[src/rtl/cw_pkg.sv]
// Shared definitions for the control-word pipeline: opcode/FUNC constants,
// ALU op encodings, the packed control word and its per-stage slices.
package cw_pkg;

  localparam logic [5:0] OP_RTYPE = 6'h00;
  localparam logic [5:0] OP_ADDI  = 6'h08;
  localparam logic [5:0] OP_LW    = 6'h23;
  localparam logic [5:0] OP_SW    = 6'h2B;
  localparam logic [5:0] OP_NOP   = 6'h15;

  localparam logic [10:0] FN_ADD = 11'h020;
  localparam logic [10:0] FN_SUB = 11'h022;
  localparam logic [10:0] FN_AND = 11'h024;
  localparam logic [10:0] FN_OR  = 11'h025;

  typedef enum logic [1:0] {
    ALU_ADD = 2'b00,
    ALU_SUB = 2'b01,
    ALU_AND = 2'b10,
    ALU_OR  = 2'b11
  } alu_op_e;

  typedef struct packed {
    logic rf1;
    logic rf2;
    logic en1;
  } dec_slice_t;

  typedef struct packed {
    logic       s1;
    logic       s2;
    logic [1:0] alu;
    logic       en2;
  } ex_slice_t;

  typedef struct packed {
    logic rm;
    logic wm;
    logic en3;
  } mem_slice_t;

  typedef struct packed {
    logic s3;
    logic wf1;
  } wb_slice_t;

  // Full control word, MSB first: decode | execute | memory | write-back.
  typedef struct packed {
    dec_slice_t dec;
    ex_slice_t  ex;
    mem_slice_t mem;
    wb_slice_t  wb;
  } cw_t;

  // What each later stage register still needs to carry forward.
  typedef struct packed {
    ex_slice_t  ex;
    mem_slice_t mem;
    wb_slice_t  wb;
  } ex_stage_t;

  typedef struct packed {
    mem_slice_t mem;
    wb_slice_t  wb;
  } mem_stage_t;

  localparam cw_t CW_BUBBLE = '0;

endpackage

[src/rtl/cw_decode.sv]
// Combinational instruction decoder: OPCODE/FUNC to a full control word
// plus a flag marking encodings that have no defined meaning.
module cw_decode
  import cw_pkg::*;
#(
  parameter int FUNC_SIZE    = 11,
  parameter int OP_CODE_SIZE = 6,
  parameter int CW_SIZE      = 13
) (
  input  logic [OP_CODE_SIZE-1:0] opcode_i,
  input  logic [FUNC_SIZE-1:0]    func_i,
  output logic [CW_SIZE-1:0]      cw_o,
  output logic                    illegal_o
);

  cw_t cw;

  // Table lookup; anything unrecognised falls through to a bubble and is flagged.
  always_comb begin
    cw        = CW_BUBBLE;
    illegal_o = 1'b0;
    if (opcode_i == OP_CODE_SIZE'(OP_RTYPE)) begin
      cw.dec = '{rf1: 1'b1, rf2: 1'b1, en1: 1'b1};
      cw.ex  = '{s1: 1'b1, s2: 1'b0, alu: ALU_ADD, en2: 1'b1};
      cw.mem = '{rm: 1'b0, wm: 1'b0, en3: 1'b1};
      cw.wb  = '{s3: 1'b0, wf1: 1'b1};
      if (func_i == FUNC_SIZE'(FN_ADD)) begin
        cw.ex.alu = ALU_ADD;
      end else if (func_i == FUNC_SIZE'(FN_SUB)) begin
        cw.ex.alu = ALU_SUB;
      end else if (func_i == FUNC_SIZE'(FN_AND)) begin
        cw.ex.alu = ALU_AND;
      end else if (func_i == FUNC_SIZE'(FN_OR)) begin
        cw.ex.alu = ALU_OR;
      end else begin
        cw        = CW_BUBBLE;
        illegal_o = 1'b1;
      end
    end else if (opcode_i == OP_CODE_SIZE'(OP_ADDI)) begin
      cw.dec = '{rf1: 1'b1, rf2: 1'b0, en1: 1'b1};
      cw.ex  = '{s1: 1'b1, s2: 1'b1, alu: ALU_ADD, en2: 1'b1};
      cw.mem = '{rm: 1'b0, wm: 1'b0, en3: 1'b1};
      cw.wb  = '{s3: 1'b0, wf1: 1'b1};
    end else if (opcode_i == OP_CODE_SIZE'(OP_LW)) begin
      cw.dec = '{rf1: 1'b1, rf2: 1'b0, en1: 1'b1};
      cw.ex  = '{s1: 1'b1, s2: 1'b1, alu: ALU_ADD, en2: 1'b1};
      cw.mem = '{rm: 1'b1, wm: 1'b0, en3: 1'b1};
      cw.wb  = '{s3: 1'b1, wf1: 1'b1};
    end else if (opcode_i == OP_CODE_SIZE'(OP_SW)) begin
      cw.dec = '{rf1: 1'b1, rf2: 1'b1, en1: 1'b1};
      cw.ex  = '{s1: 1'b1, s2: 1'b1, alu: ALU_ADD, en2: 1'b1};
      cw.mem = '{rm: 1'b0, wm: 1'b1, en3: 1'b1};
      cw.wb  = '{s3: 1'b0, wf1: 1'b0};
    end else if (opcode_i == OP_CODE_SIZE'(OP_NOP)) begin
      cw = CW_BUBBLE;
    end else begin
      illegal_o = 1'b1;
    end
  end

  assign cw_o = CW_SIZE'(cw);

endmodule

[src/rtl/cw_pipe_ctrl.sv]
// Four-stage control-word pipeline with load-use stall and branch flush.
// Optional feature: define CW_PIPE_ILLEGAL_TRAP_EN to get a one-cycle
// ILLEGAL pulse alongside the decode slice of an undecodable instruction.
module cw_pipe_ctrl
  import cw_pkg::*;
#(
  parameter int FUNC_SIZE    = 11,
  parameter int OP_CODE_SIZE = 6,
  parameter int CW_SIZE      = 13
) (
  input  logic                    CLK,
  input  logic                    RST,
  input  logic [OP_CODE_SIZE-1:0] OPCODE,
  input  logic [FUNC_SIZE-1:0]    FUNC,
  input  logic                    IR_VALID,
  output logic                    IR_READY,
  input  logic                    STALL,
  input  logic                    FLUSH,
  output logic                    RF1,
  output logic                    RF2,
  output logic                    EN1,
  output logic                    S1,
  output logic                    S2,
  output logic                    ALU1,
  output logic                    ALU2,
  output logic                    EN2,
  output logic                    RM,
  output logic                    WM,
  output logic                    EN3,
  output logic                    S3,
  output logic                    WF1,
  output logic                    ILLEGAL
);

  logic [CW_SIZE-1:0] decWord;
  logic               decIllegal;
  cw_t                decCw;

  cw_t        decStage_q, decStage_d;
  ex_stage_t  exStage_q,  exStage_d;
  mem_stage_t memStage_q, memStage_d;
  wb_slice_t  wbStage_q,  wbStage_d;

  cw_decode #(
    .FUNC_SIZE    (FUNC_SIZE),
    .OP_CODE_SIZE (OP_CODE_SIZE),
    .CW_SIZE      (CW_SIZE)
  ) u_decode (
    .opcode_i  (OPCODE),
    .func_i    (FUNC),
    .cw_o      (decWord),
    .illegal_o (decIllegal)
  );

  assign decCw    = decWord;
  assign IR_READY = ~STALL;

  // Next-state: memory and write-back always advance; flush beats stall.
  always_comb begin
    memStage_d = '{mem: exStage_q.mem, wb: exStage_q.wb};
    wbStage_d  = memStage_q.wb;
    decStage_d = decStage_q;
    exStage_d  = '0;
    if (FLUSH) begin
      decStage_d = CW_BUBBLE;
      exStage_d  = '0;
    end else if (STALL) begin
      decStage_d = decStage_q;
      exStage_d  = '0;
    end else begin
      decStage_d = IR_VALID ? decCw : CW_BUBBLE;
      exStage_d  = '{ex: decStage_q.ex, mem: decStage_q.mem, wb: decStage_q.wb};
    end
  end

  // Stage registers; reset wipes every in-flight control word.
  always_ff @(posedge CLK) begin
    if (RST) begin
      decStage_q <= CW_BUBBLE;
      exStage_q  <= '0;
      memStage_q <= '0;
      wbStage_q  <= '0;
    end else begin
      decStage_q <= decStage_d;
      exStage_q  <= exStage_d;
      memStage_q <= memStage_d;
      wbStage_q  <= wbStage_d;
    end
  end

`ifdef CW_PIPE_ILLEGAL_TRAP_EN
  logic illegal_q, illegal_d;

  // Flag only instructions actually accepted into decode this cycle.
  always_comb begin
    illegal_d = IR_VALID & ~STALL & ~FLUSH & decIllegal;
  end

  // Single-cycle trap pulse lined up with the decode slice.
  always_ff @(posedge CLK) begin
    if (RST) begin
      illegal_q <= 1'b0;
    end else begin
      illegal_q <= illegal_d;
    end
  end

  assign ILLEGAL = illegal_q;
`else
  logic unusedIllegal;
  assign unusedIllegal = decIllegal;
  assign ILLEGAL       = 1'b0;
`endif

  assign RF1  = decStage_q.dec.rf1;
  assign RF2  = decStage_q.dec.rf2;
  assign EN1  = decStage_q.dec.en1;
  assign S1   = exStage_q.ex.s1;
  assign S2   = exStage_q.ex.s2;
  assign ALU1 = exStage_q.ex.alu[1];
  assign ALU2 = exStage_q.ex.alu[0];
  assign EN2  = exStage_q.ex.en2;
  assign RM   = memStage_q.mem.rm;
  assign WM   = memStage_q.mem.wm;
  assign EN3  = memStage_q.mem.en3;
  assign S3   = wbStage_q.s3;
  assign WF1  = wbStage_q.wf1;

endmodule

[config.mk]
export PLATFORM = sky130hd
export DESIGN_NAME = cw_pipe_ctrl
export DESIGN_NICKNAME = d
export VERILOG_FILES = /design/src/rtl/cw_pkg.sv /design/src/rtl/cw_decode.sv /design/src/rtl/cw_pipe_ctrl.sv
export SDC_FILE = /design/constraint.sdc
export NUM_CORES = 1
export LEC_CHECK = 0
export ABC_CLOCK_PERIOD_IN_PS = 1100
export CORE_ASPECT_RATIO = 1.1
export CORE_UTILIZATION = 37
export CTS_CLUSTER_SIZE = 10
export DETAILED_ROUTE_END_ITERATION = 8
export HOLD_SLACK_MARGIN = 0.12
export MAX_ROUTING_LAYER = met4
export PLACE_DENSITY = 0.77
export RECOVER_POWER = 25
export SLEW_MARGIN = 10
export SYNTH_ARGS = -nofsm -noshare
export SYNTH_HDL_FRONTEND = slang
export SYNTH_SLANG_ARGS = --single-unit
[constraint.sdc]
create_clock -name CLK -period 1.1 [get_ports CLK]
set_input_delay 0.165 -clock CLK [delete_from_list [all_inputs] [get_ports CLK]]
set_output_delay 0.165 -clock CLK [all_outputs]
set_load 0.005 [all_outputs]
# Word-level counts from Yosys, hierarchy flattened
# Cells that the tools add are included.
# Widths: inputs -> output; s select.
# op_classes
eq_ne	7
mux	17
n_bitwise	1
n_reduce_logical	3
# ops
op	n
$mux 13	5
$eq 11x6->1 const B	4
$mux 6	4
$mux 5	4
$eq 6x6->1 const B	2
$mux 2	4
$eq 6x4->1 const B	1
$logic_not 6->1	1
$reduce_or 3->1	1
$reduce_or 2->1	1
$not 1->1	1
# totals
register_bits	30
inputBits	22
out_inout_bits	15
elab_cells	56

# Depth between registers and ports, before layout
# Gate-level depths: netlist of the first run.
# depth
word_depth	7
ltp_mapped	5

# Cells and area by module
# From an unflattened synthesis of the first run, not the netlist that was laid out.
# hier_totals
cells_unflattened	130
hier_area_um2	1291.2
# modules_own_cells
mod	instances	cells_each	area_per_inst_um2	seq_area_each_um2
cw_pipe_ctrl	1	96	1051.0	600.6
cw_decode	1	34	240.2	0.0

# Least setup slack after synthesis of the first run
# OpenSTA, ideal clock, no wires.
# synth_timing
kind	input port to flip-flop
start	input STALL
end	register decStage_q[6] (netlist name)
setup_time_ns	0.059
arrival_time_ns	1.076
required_ns	1.041
slack_ns	-0.036
stages	5
path_cell_list	buf_6 nor3_4 nand2_2 a2111oi_4 a22o_1
# synth_rtl
item	line	rtl
from (decl)	cw_pipe_ctrl.sv:17	input logic STALL,
to (signal assigned)	cw_pipe_ctrl.sv:84	decStage_q <= decStage_d;
to (decl)	cw_pipe_ctrl.sv:39	cw_t decStage_q, decStage_d;

# Worst setup path in the final report of the first run
# layout_timing
start	input OPCODE[3]
end	register decStage_q (netlist bit RF1)
# layout_between
elab_chain_cells	6
# layout_lines
item	line	rtl
from (decl)	cw_pipe_ctrl.sv:13	input logic [OP_CODE_SIZE-1:0] OPCODE,
$eq 6x6->1	cw_decode.sv:49	end else if (opcode_i == OP_CODE_SIZE'(OP_SW)) begin
$mux 13	cw_decode.sv:49	
$mux 13	cw_decode.sv:44	end else if (opcode_i == OP_CODE_SIZE'(OP_LW)) begin
$mux 13	cw_decode.sv:39	end else if (opcode_i == OP_CODE_SIZE'(OP_ADDI)) begin
$mux 13 (*)	cw_decode.sv:22	if (opcode_i == OP_CODE_SIZE'(OP_RTYPE)) begin
$mux 13 (*)	cw_pipe_ctrl.sv:71	decStage_d = IR_VALID ? decCw : CW_BUBBLE;
# Mark *: on every way between the ends. The rest lies on a longest branch, timed or not.
# A chain may end at the register's enable or synchronous reset.

==> impl_metrics.tcl, run 1 <==
set metrics [dict create \
    status "completed" \
    largest_reg_flops 6 \
    cts.sinks 21 \
    min_to "decStage_q[8]" \
    finalWirelength_mm 1.97 \
    r2r_cells 2 \
    worst-path-max-fanout 3 \
    synth-compound-area-share 0.167 \
    synth_top_family_by_area "simple AND/OR/NAND/NOR gates" \
    syn-num-nets 108 \
    pre_cts_slack_ns -0.540 \
    cp.buffers_inverters 3 \
    cts_buffers 3 \
    dp_hpwl_mm 1.39 \
    crit_chain "dlygate4sd2_1, nor3_2, buf_4, buf_4, o311ai_4, a32o_1" \
    syn_inst 86 \
    cp-startpoint "OPCODE[3]" \
    multi_input_area_sq_um 470 \
    dr_total_vias 830 \
    die_x_microns 48.4 \
    final-hold-violation-count 0 \
    gp_congestion 0.805 \
    wl_met3_microns 120 \
    worst-setup-path-type "primary input to flip-flop" \
    end_kind "flip-flop" \
    diodes 0 \
    wl_met2_mm 1.02 \
    io_pins 37 \
    drt_iter0_drc 8 \
    cp.required_ns 1.29 \
    reg2reg_slack_ns 0.33 \
    yosys.area_share.adder 0 \
    die_area_sq_um 2570 \
    yosys_register_bits 21 \
    yosysSeqAreaShare 0.480 \
    htree_levels 1 \
    hp-class "primary input to flip-flop" \
    period_share 0.971 \
    ff_latch_area_sq_um 424 \
    r2r-end "RF1" \
    grt_use_total 0.176 \
    cpMostUsedCell "buf_4" \
    routed_via_density 4.88 \
    muxShareOfSynthArea 0 \
    clock_latency_ns 0.29 \
    clkTransAtPathRegs_ns 0.10 \
    cts_tree "built" \
    leakage_uw 0.000667 \
    cpPeakStageDelay_ns 0.26 \
    antenna_found_initial 0 \
    nets 163 \
    drive_gt1_frac 0.393 \
    first_pass_iters 4 \
    drc 0 \
    antenna_left 0 \
    hold_depth 4 \
    grt_max_degree 12 \
    synth_area_sq_um 876 \
    critical_path.top_delay_family "buffers and inverters" \
    max_freq_mhz 936 \
    setup_viol 0 \
    hold_start "OPCODE[2]" \
    placed_cells 160 \
    grt_pass1_wl_mm 3.28 \
    setup_ws_ns 0.0320 \
    clk_path_buf_depth 2 \
    area_growth_pct 63.3 \
    grt_overflow 0 \
    slew_violations 0 \
    highest_layer "met4" \
    layout_commonest_cell "buf_4" \
    yosys.area_share.simple 0.293 \
    start_util 0.389 \
    start_kind "primary input" \
    wl_per_cell_microns 11.6 \
    arrival_ns 1.26 \
    p_per_area_nw_per_um2 914 \
    portBuffers 35 \
    fin_crit_ns 1.07 \
    top_regs "decStage_q (6), exStage_q (3)" \
    fill_cells 198 \
    root_buffer "clkbuf_4" \
    cap_violations 0 \
    vdd_drop_max_mv 0.509 \
    synthXorXnorAreaFrac 0 \
    cp_slowest_cell "a32o_1" \
    rows 18 \
    met1_length_microns 744 \
    final_cell_mix "19 x buf_4, 18 x dfxtp_1, 18 x dlygate4sd2_1" \
    die_y_microns 53.0 \
    top_register "decStage_q" \
    holdWs_ns 0.315 \
    fin_skew_ns 0.00253 \
    fin_cells 170 \
    reg2reg_from "RF1" \
    core_area_sq_um 2250 \
    yosysUniqueCellTypes 30 \
    postCtsHoldBufs 0 \
    avgSynthCellArea_sq_um 10.2 \
    yosysWarnings 0 \
    grt_pass1_vias 764 \
]
[final cells by class]
| cell class | count | share of cell area |
|---|---|---|
| repair buffers | 55 | 0.322 |
| multi-input cells | 57 | 0.329 |
| well taps | 30 | 0.0262 |
| clock buffers | 4 | 0.0184 |
| flip-flops and latches | 21 | 0.297 |
| inverters | 3 | 0.00787 |
[what timing repair did]
item | 4_1_cts | 5_1_grt
endpoints found under the setup margin | 22 | 8
gates resized for setup | 52 | 17
buffers inserted | 6 | 0
pin swaps | 12 | 11
[report_power, final]
part           internal [uW]  switching (uW)
logic                    104            94.5
registers                760           0.314
clock network            141             208
[metal layers]
metal,up-vias,global-route usage
li1,409,-
met1,371,0.176
met2,42,0.322
met3,8,0.0345
met4,0,0.113
met5,-,-
[logic make-up after synthesis]
family,Yosys count
AND/OR/NAND/NOR,40
AO/OA/AOI/OAI,16
flip-flops,21
buffers and inverters,8
other,1
[worst reg2reg max path, cell delays in order, from the launching register on]
cell and delay (ns):
dfxtp_2 0.34, buf_4 0.13, a32o_1 0.20
[worst max path at each step]
stage | to | slack, ns | depth (start not counted)
2_1_floorplan | decStage_q[8] | 0.008 | 3
3_3_place_gp | RF1 | -0.54 | 5
3_5_place_dp | RF1 | -0.54 | 5
4_1_cts | EN1 | -0.04 | 2
5_1_grt | decStage_q[0] | -0.007 | 5
6_report | RF1 | 0.03 | 6
[cell usage after synthesis (all sizes together)]
cell,instances,share of area
nand3,3,0.017
nor3,7,0.059
and3,1,0.0071
a2111oi,1,0.031
o311ai,1,0.019
conb,1,0.0043
nor4b,2,0.027
dfxtp,21,0.48
nor2,3,0.013
or3b,1,0.010
or3,2,0.014
o31a,1,0.011
inv,3,0.013
nand2,6,0.029
a21oi,6,0.034
a32o,1,0.011
nor2b,6,0.043
and2,8,0.067
o21ai,1,0.0057
buf,5,0.043
a211oi,1,0.014
nor4,1,0.0071
a22o,4,0.040
[metrics by stage]
stage / cell area (sq um) / power, uW / utilization / TNS (ns)
2_1_floorplan: 892 / 835 / - / 0
3_3_place_gp: 1350 / 967 / 0.598 / -4.82
3_5_place_dp: 1350 / 973 / 0.598 / -5.14
4_1_cts: 1420 / 1310 / 0.629 / -0.0541
5_1_grt: 1430 / 1380 / 0.635 / -0.00733
6_report: 1430 / 1310 / 0.635 / 0
(Power assumes the default switching activity.)
==> run 2: changes to the inputs <==
- CAP_MARGIN: default -> 20
- TNS_END_PERCENT: default -> 10
==> run 2 against run 1 <==
The flow now finishes with violations (negative setup slack). Sequential cell count did not move. Clock skew is 0.0067 ns higher. Sequential share of layout area fell by 1.4 points. Sequential power hardly changed. Critical path type unchanged. Largest power group unchanged. Cell count did not move. Utilization grew 3.0 points. Worst setup slack worse by 0.060 ns. Critical path depth down 1.
==> impl_metrics.tcl, run 2 (synthesized netlist as in run 1, its figures left out) <==
set metrics [dict create \
    status "finished with violations" \
    violations "negative setup slack" \
    area_growth_pct 71.0 \
    grt_overflow 0 \
    setup_ws_ns -0.0283 \
    pwr-share-clk 0.263 \
    start_kind "primary input" \
    reg2reg_slack_ns 0.42 \
    worst-setup-path-type "primary input to flip-flop" \
    first_pass_iters 4 \
    hold_depth 3 \
    largest_reg_flops 6 \
    place_area_sq_um 1360 \
    nets 163 \
    start_util 0.389 \
    top_regs "decStage_q (6), exStage_q (3)" \
    die_y_microns 53.0 \
    wl_per_cell_microns 13.4 \
    io_pins 37 \
    gp_congestion 0.803 \
    htree_levels 1 \
    diodes 0 \
    p_per_area_nw_per_um2 888 \
    die_x_microns 48.4 \
    clock_latency_ns 0.30 \
    dp_hpwl_mm 1.43 \
    sw_frac_of_total 0.237 \
    holdWs_ns 0.262 \
    cts.sinks 21 \
    top_register "decStage_q" \
    final-hold-violation-count 0 \
    slew_violations 0 \
    core_area_sq_um 2250 \
    die_area_sq_um 2570 \
    fin_skew_ns 0.00921 \
    arrival_ns 1.32 \
    vdd_drop_max_mv 0.516 \
    dr_total_vias 838 \
    highest_layer "met4" \
    wl_met2_mm 1.23 \
    finalWirelength_mm 2.28 \
    grt_use_total 0.163 \
    placed_cells 164 \
    final_cell_area_sq_um 1500 \
    pwr-share-seq 0.572 \
    combinationalPowerShare 0.165 \
    final_cell_mix "19 x dfxtp_1, 18 x buf_4, 17 x dlymetal6s2s_1" \
    fill_cells 178 \
    routed_via_density 4.93 \
    max_freq_mhz 886 \
    antenna_left 0 \
    p_int_uw 1010 \
    clk_path_buf_depth 2 \
    drt_iter0_drc 11 \
    drc 0 \
    cp.required_ns 1.29 \
    cts_buffers 3 \
    r2r_cells 3 \
    cts_tree "built" \
    grt_pass1_vias 739 \
    min_to "decStage_q[8]" \
    cap_violations 0 \
    leakage_uw 0.000769 \
    hold_start "FLUSH" \
    reg2reg_from "decStage_q[3]" \
    setup_viol 1 \
    end_kind "flip-flop" \
    portBuffers 35 \
    fin_cells 170 \
    period_share 1.03 \
    utilization 0.665 \
    postCtsHoldBufs 0 \
    antenna_found_initial 0 \
    hp-class "primary input to flip-flop" \
    layout_commonest_cell "dfxtp_1" \
    wl_met3_microns 143 \
    rows 18 \
    met1_length_microns 813 \
    grt_max_degree 13 \
    grt_pass1_wl_mm 2.99 \
    power_uw 1330 \
    fin_crit_ns 1.13 \
    p_switching_uw 316 \
    drive_gt1_frac 0.379 \
    clkTransAtPathRegs_ns 0.11 \
    worst-path-max-fanout 3 \
    root_buffer "clkbuf_4" \
    r2r-end "decStage_q[3]" \
]
## run 2: cell count changes in the layout (fill, tap and decap cells not counted), moves of 2 or more
cell             previous run  this run
dlymetal6s2s_1              5        17
dlygate4sd2_1              18        13
buf_2                       2         0
buf_6                       0         2
clkbuf_2                    4         2
clkdlybuf4s15_1             6         2
## run 2: cell type report
cell class              instances  area [sq um]  share of cell area
clock buffers                   3          22.5              0.0150
clock inverters                 1          5.00             0.00334
inverters                       3          11.3             0.00752
multi-input cells              57           474               0.317
flip-flops and latches         21           423               0.282
well taps                      30          37.5              0.0251
repair buffers                 55           524               0.350
## run 2: timing repair
action	4_1_cts	5_1_grt
gates resized for setup	25	34
buffers inserted	0	2
setup endpoints to repair	22	10
pin swaps	3	9
## run 2: worst max-delay path by stage
stage / cells past startpoint / end / from
global route: 5 / RF1 / FUNC[1]
finish: 5 / RF1 / FUNC[1]
global placement: 5 / decStage_q[6] / OPCODE[4]
detailed placement: 5 / decStage_q[6] / OPCODE[4]
floorplan: 4 / RF1 / FUNC[4]
CTS: 5 / decStage_q[6] / OPCODE[5]
## run 2: through the flow
stage / worst slack, ns / setup TNS [ns]
2_1_floorplan: -0.00979 / -0.0250
3_3_place_gp: -0.485 / -4.66
3_5_place_dp: -0.533 / -4.94
4_1_cts: -0.197 / -0.924
5_1_grt: -0.0334 / -0.0334
6_report: -0.0283 / -0.0283
## run 2: power groups by stage
stage / clock network, uW / logic, uW / registers, uW
5_1_grt: 406 / 233 / 762
6_report: 350 / 220 / 761
3_5_place_dp: 0 / 196 / 778
3_3_place_gp: 0 / 192 / 778
4_1_cts: 362 / 198 / 761
2_1_floorplan: 0 / 53.8 / 778
## run 2: per-layer routing
layer  track usage  vias to the layer above
li1              -                      405
met1         0.164                      376
met2         0.286                       47
met3        0.0460                       10
met4         0.103                        0
met5             -                        -
## run 2: critical path, cell delays in order
cell and delay (ns):
clkdlybuf4s50_1 0.49, inv_1 0.07, a21oi_2 0.20, o311ai_4 0.13
a32o_1 0.26
==> run 3: changes to the inputs <==
- ABC_CLOCK_PERIOD_IN_PS: 1100 -> 1220
- CORE_UTILIZATION: 37 -> 41
- PLACE_DENSITY: 0.77 -> 0.81
- clock period: 1.1 -> 1.22 ns (I/O delays scaled with it)
==> run 3 against run 2 <==
The flow still finishes with violations (negative setup slack). Routed wire length shrank 9.4%. Via count decreased by 2.1%. Non-clock buffer count down 3.
==> impl_metrics.tcl, run 3 (synthesized netlist as in run 1, its figures left out) <==
set metrics [dict create \
    area_growth_pct 65.3 \
    crit_chain "clkdlybuf4s50_1, or3b_1, or3_1, a211oi_2" \
    slew_violations 0 \
    cpPeakStageDelay_ns 0.47 \
    top_register "decStage_q" \
    layout_commonest_cell "dfxtp_1" \
    leakage_uw 0.000679 \
    root_buffer "clkbuf_4" \
    fin_cells 165 \
    setup_viol 6 \
    largest_reg_flops 6 \
    antenna_found_initial 0 \
    hold_depth 4 \
    drt_iter0_drc 7 \
    start_util 0.438 \
    fin_crit_ns 1.33 \
    fin_skew_ns 0.00306 \
    pwr-share-seq 0.579 \
    diodes 0 \
    grt_max_degree 13 \
    pre_cts_slack_ns -0.475 \
    drc 0 \
    gp_congestion 0.823 \
    htree_levels 1 \
    cts_tree "built" \
    arrival_ns 1.55 \
    final-hold-violation-count 0 \
    hp-class "primary input to flip-flop" \
    status "finished with violations" \
    cts.sinks 21 \
    combinationalPowerShare 0.157 \
    cts_buffers 3 \
    setup_tns_ns -0.389 \
    grt_pass1_wl_mm 3.19 \
    fill_cells 160 \
    cap_violations 0 \
    grt_use_total 0.198 \
    wl_per_cell_microns 12.5 \
    period_share 1.09 \
    r2r_cells 2 \
    path_depth 4 \
    hold_start "STALL" \
    die_area_sq_um 2330 \
    max_freq_mhz 752 \
    nets 160 \
    rows 17 \
    rsz0062_at_grt "true" \
    core_area_sq_um 2000 \
    antenna_left 0 \
    die_x_microns 46.1 \
    routed_via_density 4.97 \
    clk_path_buf_depth 2 \
    cp.buffers_inverters 1 \
    sw_frac_of_total 0.232 \
    clock_latency_ns 0.29 \
    dr_total_vias 820 \
    p_int_uw 910 \
    top_regs "decStage_q (6), exStage_q (3)" \
    final_cell_area_sq_um 1450 \
    grt_pass1_vias 769 \
    p_per_area_nw_per_um2 818 \
    dp_hpwl_mm 1.44 \
    first_pass_iters 4 \
    reg2reg_from "decStage_q[8]" \
    cp-startpoint "IR_VALID" \
    finalWirelength_mm 2.07 \
    cp.required_ns 1.44 \
    io_pins 37 \
    worst-path-max-fanout 2 \
    critical_path.top_delay_family "simple AND/OR/NAND/NOR gates" \
    placed_cells 159 \
    vdd_drop_max_mv 0.463 \
    drive_gt1_frac 0.365 \
    p_switching_uw 274 \
    grt_overflow 0 \
    pwr-share-clk 0.264 \
    place_area_sq_um 1340 \
    clkTransAtPathRegs_ns 0.10 \
    portBuffers 35 \
    utilization 0.724 \
    end_kind "flip-flop" \
    worst-setup-path-type "primary input to flip-flop" \
    setup_ws_ns -0.110 \
    start_kind "primary input" \
    cp_slowest_cell "clkdlybuf4s50_1" \
    die_y_microns 50.5 \
    final_cell_mix "18 x dfxtp_1, 15 x buf_4, 13 x dlygate4sd2_1" \
    violations "negative setup slack" \
]
## run 3: routing by layer
layer / GRT usage / vias to the layer above / part of all wire
met3: 0.0324 / 4 / 0.049
met1: 0.196 / 382 / 0.36
met2: 0.362 / 33 / 0.57
li1: - / 401 / -
met5: - / - / 0
met4: 0.0882 / 0 / 0.016
## run 3: area by class of cell
class / instances / area, sq um / share of cell area
Timing Repair Buffer: 52 / 484 / 0.334
Multi-Input combinational cell: 57 / 465 / 0.322
Clock inverter: 1 / 5.00 / 0.00346
Inverter: 3 / 11.3 / 0.00778
Sequential cell: 21 / 424 / 0.293
Tap cell: 28 / 35.0 / 0.0242
Clock buffer: 3 / 22.5 / 0.0156
## run 3: what timing repair did
action	CTS	global route
pin swaps	3	9
endpoints found under the setup margin	22	10
buffers inserted	0	2
hold buffers	0	0
resized for setup	25	16
## run 3: path summary, 6_finish.rpt
kind / endpoint / slack (ns)
worst min-delay path: decStage_q[8] / 0.34
worst max-delay path: decStage_q[8] / -0.11
worst min register to register: WM / 0.45
worst max register to register: decStage_q[8] / 0.55
## run 3: power by group through the flow
stage | Combinational (uW) | Sequential, uW | Clock (uW)
6_report | 186 | 686 | 313
5_1_grt | 198 | 687 | 363
3_3_place_gp | 165 | 702 | 0
3_5_place_dp | 169 | 702 | 0
2_1_floorplan | 48.5 | 702 | 0
4_1_cts | 175 | 686 | 323
## run 3: worst min-delay path: cells and delay by family
family,cells,cell delay (ns)
AOI/OAI and AO/OA,1,0.06
buffers and inverters,2,0.28
and+or+nand+nor,1,0.07
## run 3: through the flow
stage / power [uW] / hold slack (ns)
6_report: 1180 / 0.339
5_1_grt: 1250 / 0.340
4_1_cts: 1180 / 0.453
3_5_place_dp: 871 / 0.427
3_3_place_gp: 867 / 0.417
2_1_floorplan: 750 / 0.256
